`config.mk`:
```
export PLATFORM = sky130hd
export DESIGN_NAME = seg_display_scanner
export DESIGN_NICKNAME = d
export VERILOG_FILES = /design/src/rtl/seg_pkg.sv /design/src/rtl/seg_display_scanner_decode.sv /design/src/rtl/seg_display_scanner.sv
export SDC_FILE = /design/constraint.sdc
export NUM_CORES = 1
export LEC_CHECK = 0
export CAP_MARGIN = 20
export CORE_UTILIZATION = 45
export CTS_CLUSTER_DIAMETER = 60
export DETAILED_ROUTE_END_ITERATION = 8
export DONT_BUFFER_PORTS = 1
export SLEW_MARGIN = 20
export SYNTH_ARGS = -nofsm -noshare
export SYNTH_HDL_FRONTEND = slang
export SYNTH_SLANG_ARGS = --single-unit
```
`constraint.sdc`:
```
create_clock -name clk -period 6.4 [get_ports clk]
set_clock_uncertainty 0.1 [all_clocks]
set_input_delay 0.32 -clock clk [delete_from_list [all_inputs] [get_ports clk]]
set_output_delay 0.32 -clock clk [all_outputs]
set_load 0.02 [all_outputs]
```
`src/rtl/seg_pkg.sv`:
```
// Shared definitions for the 7-segment scan controller: scan states,
// segment bit positions and the BCD decode table.
package seg_pkg;

    // Scan sequencer states
    typedef enum logic [1:0] {
        ST_IDLE  = 2'd0,
        ST_SHOW  = 2'd1,
        ST_GUARD = 2'd2
    } scan_state_t;

    // Segment vector is {a,b,c,d,e,f,g}; bit positions within it
    localparam int SEG_A_BIT = 6;
    localparam int SEG_B_BIT = 5;
    localparam int SEG_C_BIT = 4;
    localparam int SEG_D_BIT = 3;
    localparam int SEG_E_BIT = 2;
    localparam int SEG_F_BIT = 1;
    localparam int SEG_G_BIT = 0;

    // All segments dark
    localparam logic [6:0] SEG_BLANK = 7'b0000000;

    // Decode table, 1 = segment lit
    localparam logic [6:0] SEG_DIGIT_0 = 7'b1111110;
    localparam logic [6:0] SEG_DIGIT_1 = 7'b0110000;
    localparam logic [6:0] SEG_DIGIT_2 = 7'b1101101;
    localparam logic [6:0] SEG_DIGIT_3 = 7'b1111001;
    localparam logic [6:0] SEG_DIGIT_4 = 7'b0110011;
    localparam logic [6:0] SEG_DIGIT_5 = 7'b1011011;
    localparam logic [6:0] SEG_DIGIT_6 = 7'b1011111;
    localparam logic [6:0] SEG_DIGIT_7 = 7'b1110000;
    localparam logic [6:0] SEG_DIGIT_8 = 7'b1111111;
    localparam logic [6:0] SEG_DIGIT_9 = 7'b1111011;

endpackage

```
`src/rtl/seg_display_scanner_decode.sv`:
```
// Combinational BCD nibble to {a,b,c,d,e,f,g} decoder; codes 10..15 are dark.
module bcd_seg_decode
    import seg_pkg::*;
(
    input  logic [3:0] bcd,
    output logic [6:0] seg
);

    // Table lookup; anything outside 0..9 is a blank digit
    always_comb begin
        seg = SEG_BLANK;
        case (bcd)
            4'd0:    seg = SEG_DIGIT_0;
            4'd1:    seg = SEG_DIGIT_1;
            4'd2:    seg = SEG_DIGIT_2;
            4'd3:    seg = SEG_DIGIT_3;
            4'd4:    seg = SEG_DIGIT_4;
            4'd5:    seg = SEG_DIGIT_5;
            4'd6:    seg = SEG_DIGIT_6;
            4'd7:    seg = SEG_DIGIT_7;
            4'd8:    seg = SEG_DIGIT_8;
            4'd9:    seg = SEG_DIGIT_9;
            default: seg = SEG_BLANK;
        endcase
    end

endmodule

```
`src/rtl/seg_display_scanner.sv`:
```
// Time-multiplexed 7-segment scan controller. A BCD word is taken over a
// valid/ready handshake, held in a pending buffer while scanning, and swapped
// into the displayed buffer only at a frame boundary so a frame never tears.
module seg_display_scanner
    import seg_pkg::*;
#(
    parameter int DIGITS      = 4,
    parameter int REFRESH_DIV = 1000,
    parameter int GUARD_CYC   = 1
) (
    input  logic                  clk,
    input  logic                  rst,
    input  logic                  load_valid,
    output logic                  load_ready,
    input  logic [4*DIGITS-1:0]   load_bcd,
    input  logic                  blank_lz,
    output logic [6:0]            seg,
    output logic [DIGITS-1:0]     an
);

    localparam int CNT_MAX = (REFRESH_DIV > GUARD_CYC) ? REFRESH_DIV : GUARD_CYC;
    localparam int CNT_W   = $clog2(CNT_MAX + 1);
    localparam int IDX_W   = (DIGITS > 1) ? $clog2(DIGITS) : 1;

    localparam logic [CNT_W-1:0] SHOW_LAST  = CNT_W'(REFRESH_DIV - 1);
    localparam logic [CNT_W-1:0] GUARD_LAST = (GUARD_CYC > 0) ? CNT_W'(GUARD_CYC - 1) : '0;
    localparam logic [IDX_W-1:0] IDX_LAST   = IDX_W'(DIGITS - 1);

    scan_state_t           state_reg, state_next;
    logic [CNT_W-1:0]      cnt_reg, cnt_next;
    logic [IDX_W-1:0]      idx_reg, idx_next;
    logic [IDX_W-1:0]      idx_wrap;
    logic [4*DIGITS-1:0]   disp_reg, disp_next;
    logic [4*DIGITS-1:0]   pend_reg, pend_next;
    logic                  pend_v_reg, pend_v_next;
    logic                  ready_reg, ready_next;
    logic [6:0]            seg_reg, seg_next;
    logic [DIGITS-1:0]     an_reg, an_next;

    logic                  accept;
    logic                  frame_end;
    logic [3:0]            disp_nib [DIGITS];
    logic [DIGITS:0]       lz_chain;
    logic [DIGITS-1:0]     an_hot;
    logic [3:0]            cur_nib;
    logic [6:0]            dec_seg;
    logic                  blank_digit;

    assign accept   = load_valid && ready_reg;
    assign idx_wrap = (idx_reg == IDX_LAST) ? '0 : idx_reg + IDX_W'(1);

    // Per-digit views of the next displayed word, leading-zero chain and
    // one-hot enable for the next digit index. lz_chain[k] is set when digit k
    // and every more significant digit are zero.
    assign lz_chain[DIGITS] = 1'b1;
    generate
        for (genvar gi = 0; gi < DIGITS; gi++) begin : g_digit
            assign disp_nib[gi] = disp_next[4*gi +: 4];
            assign lz_chain[gi] = lz_chain[gi+1] && (disp_nib[gi] == 4'd0);
            assign an_hot[gi]   = (idx_next == IDX_W'(gi));
        end
    endgenerate

    // Outputs are registered alongside state, so decode works on next-state values
    assign cur_nib     = disp_nib[idx_next];
    assign blank_digit = blank_lz && (idx_next != '0) && lz_chain[idx_next];

    bcd_seg_decode u_decode (
        .bcd (cur_nib),
        .seg (dec_seg)
    );

    // Next-state logic: scan sequencing, buffer management and output values
    always_comb begin
        state_next  = state_reg;
        cnt_next    = cnt_reg + CNT_W'(1);
        idx_next    = idx_reg;
        disp_next   = disp_reg;
        pend_next   = pend_reg;
        pend_v_next = pend_v_reg;
        frame_end   = 1'b0;

        case (state_reg)
            ST_IDLE: begin
                cnt_next = '0;
                // First word bypasses pending and is shown immediately
                if (accept) begin
                    disp_next  = load_bcd;
                    state_next = ST_SHOW;
                    idx_next   = '0;
                end
            end
            ST_SHOW: begin
                if (cnt_reg == SHOW_LAST) begin
                    cnt_next = '0;
                    if (GUARD_CYC == 0) begin
                        idx_next  = idx_wrap;
                        frame_end = (idx_reg == IDX_LAST);
                    end else begin
                        state_next = ST_GUARD;
                    end
                end
            end
            ST_GUARD: begin
                if (cnt_reg == GUARD_LAST) begin
                    cnt_next   = '0;
                    state_next = ST_SHOW;
                    idx_next   = idx_wrap;
                    frame_end  = (idx_reg == IDX_LAST);
                end
            end
            default: begin
                state_next = ST_IDLE;
                cnt_next   = '0;
                idx_next   = '0;
            end
        endcase

        if (state_reg != ST_IDLE) begin
            // Swap in the pending word only as the scan returns to digit 0
            if (frame_end && pend_v_reg) begin
                disp_next   = pend_reg;
                pend_v_next = 1'b0;
            end
            // Accept only happens with pending empty, so no clash with the swap
            if (accept) begin
                pend_next   = load_bcd;
                pend_v_next = 1'b1;
            end
        end

        ready_next = !pend_v_next;

        seg_next = SEG_BLANK;
        an_next  = '0;
        if (state_next == ST_SHOW) begin
            an_next  = an_hot;
            seg_next = blank_digit ? SEG_BLANK : dec_seg;
        end
    end

    // State, buffers and output registers
    always_ff @(posedge clk) begin
        if (rst) begin
            state_reg  <= ST_IDLE;
            cnt_reg    <= '0;
            idx_reg    <= '0;
            disp_reg   <= '0;
            pend_reg   <= '0;
            pend_v_reg <= 1'b0;
            ready_reg  <= 1'b1;
            seg_reg    <= SEG_BLANK;
            an_reg     <= '0;
        end else begin
            state_reg  <= state_next;
            cnt_reg    <= cnt_next;
            idx_reg    <= idx_next;
            disp_reg   <= disp_next;
            pend_reg   <= pend_next;
            pend_v_reg <= pend_v_next;
            ready_reg  <= ready_next;
            seg_reg    <= seg_next;
            an_reg     <= an_next;
        end
    end

    assign load_ready = ready_reg;
    assign seg        = seg_reg;
    assign an         = an_reg;

endmodule

```
==> impl_metrics.tcl <==
set metrics [dict create \
    status "finished, final reports clean" \
    routed.top_layer "met4" \
    antenna_found_initial 0 \
    core_area_mm2 0.00610 \
    arrival_ns 3.93 \
    path_cells "inv_1 > ha_1 > or4b_4 > or4_4 > a31oi_1 > nand2_1 > a21oi_1 > a31oi_1 > o21ai_0 > inv_1 > ha_1 > mux2_1 > a211oi_1" \
    slowest_delay_ns 0.55 \
    post-cts-setup-buffers 0 \
    wl_um 6800 \
    vias_per_cell 5.61 \
    clk_pin_slew_worst_paths_ns 0.07 \
    synth.distinct_cells 50 \
    io_pins 32 \
    ys_warn_count 0 \
    end_kind "flip-flop" \
    wl_met3_um 308 \
    slew_headroom 0.383 \
    required_ns 6.54 \
    ctsHoldBuffers 8 \
    cts.sinks 59 \
    syn-cell-area_mm2 0.00292 \
    synth_flop_cell "dfxtp_1" \
    worstHoldPathType "input port to flip-flop" \
    synth_nets 390 \
    peakVddDrop_mv 0.133 \
    final.setup.worst_slack_ns 2.62 \
    drc 0 \
    wl_met2_um 3130 \
    postCtsResizedCells 0 \
    final_common_cell "nand2_1" \
    nFillCells 623 \
    drt_iter0_markers 140 \
    cts_buffers 9 \
    drive_above_1_share 0.0852 \
    fmax_mhz 264 \
    seq_area_frac_synth 0.405 \
    fp.dieH_um 82.5 \
    synth_adder_area_share 0.0557 \
    crit_fanout 5 \
    cts_tree "yes" \
    setup_tns_ns 0 \
    grt_pass1_vias 2303 \
    final_cell_mix "65 x nand2_1, 59 x dfxtp_1, 38 x nor2_1" \
    cp_top_family "compound AO/OA/AOI/OAI gates" \
    vias 2464 \
    crit_type "flip-flop to flip-flop" \
    slew_viol_final 0 \
    cts_root_buffer "clkbuf_8" \
    htreeDepth 3 \
    syn_to_final_growth_pct 10.3 \
    grt_max_degree 45 \
    power_density_mw_per_mm2 258 \
    path_buf_inv 2 \
    clock_latency_ns 0.34 \
    post-route-util 0.528 \
    period_needed_ns 3.78 \
    yosys.area_share.simple 0.237 \
    hpwlAfterDp_um 4600 \
    grt_pass1_wl_um 11000 \
    clock_path_buffers 2 \
    muxShareOfSynthArea 0.0600 \
    diodes 0 \
    final_antenna_net_count 0 \
    nNetsFinal 394 \
    setup_viol 0 \
    pre_cts_ws_ns 2.68 \
    maxCapViolations 0 \
    synth_top_family_by_area "simple AND/OR/NAND/NOR gates" \
    synth_async_sr_flop_share 0 \
    drt_first_pass_iters 4 \
    die_area_mm2 0.00681 \
    synth_compound_area_frac 0.180 \
    grt_usage 0.221 \
    ys_ff_latch 59 \
    startpoint_type "flip-flop" \
    rows 28 \
    gp_congestion 0.851 \
    routedWlPerCell_um 15.5 \
    tightest_slew_ns 0.923 \
    start_util 0.479 \
    grt_setup_unrepaired "no" \
    hold_viol_final 0 \
    synth_edf_count 0 \
    period_share 0.591 \
    gr-total-overflow 0 \
    synth.avg_cell_area_um2 8.18 \
    cp_slowest_cell "or4_4" \
    leakage_nw 1.31 \
    dieWidth_um 82.5 \
    port_buffers 0 \
    synth_xor_area_frac 0.0240 \
    wl_met1_um 3230 \
    synthCells 357 \
]
[per-layer routing]
layer	track usage	up-vias
met1	0.287	1150
met5	0	-
met3	0.0473	11
li1	-	1254
met2	0.345	49
met4	0.114	0
[stage by stage]
stage	total power, mW	std cells	area (um^2)	hold WS [ns]
after global placement	0.531	417	2960	0.299
final	0.830	439	3220	0.0103
after detailed placement	0.533	417	2960	0.301
after floorplan	0.508	357	2920	0.312
after CTS	0.836	439	3220	0.000700
after global routing	0.869	439	3220	0.0116
[where the power goes]
group,internal (mW),switching (mW)
sequential,0.389,0.0200
clock,0.155,0.142
combinational,0.0494,0.0742
[cell families (layout without fill, tap and decap cells)]
| logic type | count (synthesis) | in the layout |
|---|---|---|
| mux | 17 | 17 |
| xor+xnor | 8 | 8 |
| flops | 59 | 59 |
| compound gates | 77 | 77 |
| simple gates | 153 | 153 |
| fa+ha+maj | 13 | 13 |
| buf+inv | 30 | 37 |
[path summary, 6_finish.rpt]
path	start	endpoint	slack, ns	depth (start not counted)
worst min register to register	pend_reg[12]	pend_reg[12]	0.35	2
worst max-delay path	cnt_reg[0]	seg[6]	2.62	13
worst min-delay path	load_bcd[15]	pend_reg[15]	0.01	2
worst max register to register	cnt_reg[0]	seg[6]	2.62	13
[synth_stat cells (3+ instances only)]
cell type / number / area share
a211oi_1: 13 / 0.033
a21oi_1: 20 / 0.034
and3_1: 5 / 0.011
clkbuf_1: 16 / 0.021
dfxtp_1: 59 / 0.40
ha_1: 13 / 0.056
inv_1: 13 / 0.017
mux2_1: 3 / 0.012
mux2i_1: 13 / 0.045
nand2_1: 65 / 0.084
nand3_1: 20 / 0.034
nand4_1: 3 / 0.0064
nor2_1: 38 / 0.049
nor3_1: 5 / 0.0086
nor4_1: 5 / 0.011
o21ai_0: 19 / 0.033
o22ai_1: 3 / 0.0064
xnor2_1: 3 / 0.0090
xor2_1: 5 / 0.015
[layout make-up]
type	instances	area [um^2]	area share
multi-input cells	268	1630	0.505
flip-flops and latches	59	1180	0.367
clock buffers	11	151	0.0470
repair buffers	10	105	0.0326
well taps	75	93.8	0.0291
inverters	13	48.8	0.0152
clock inverters	3	15.0	0.00466
(Power assumes the default switching activity.)
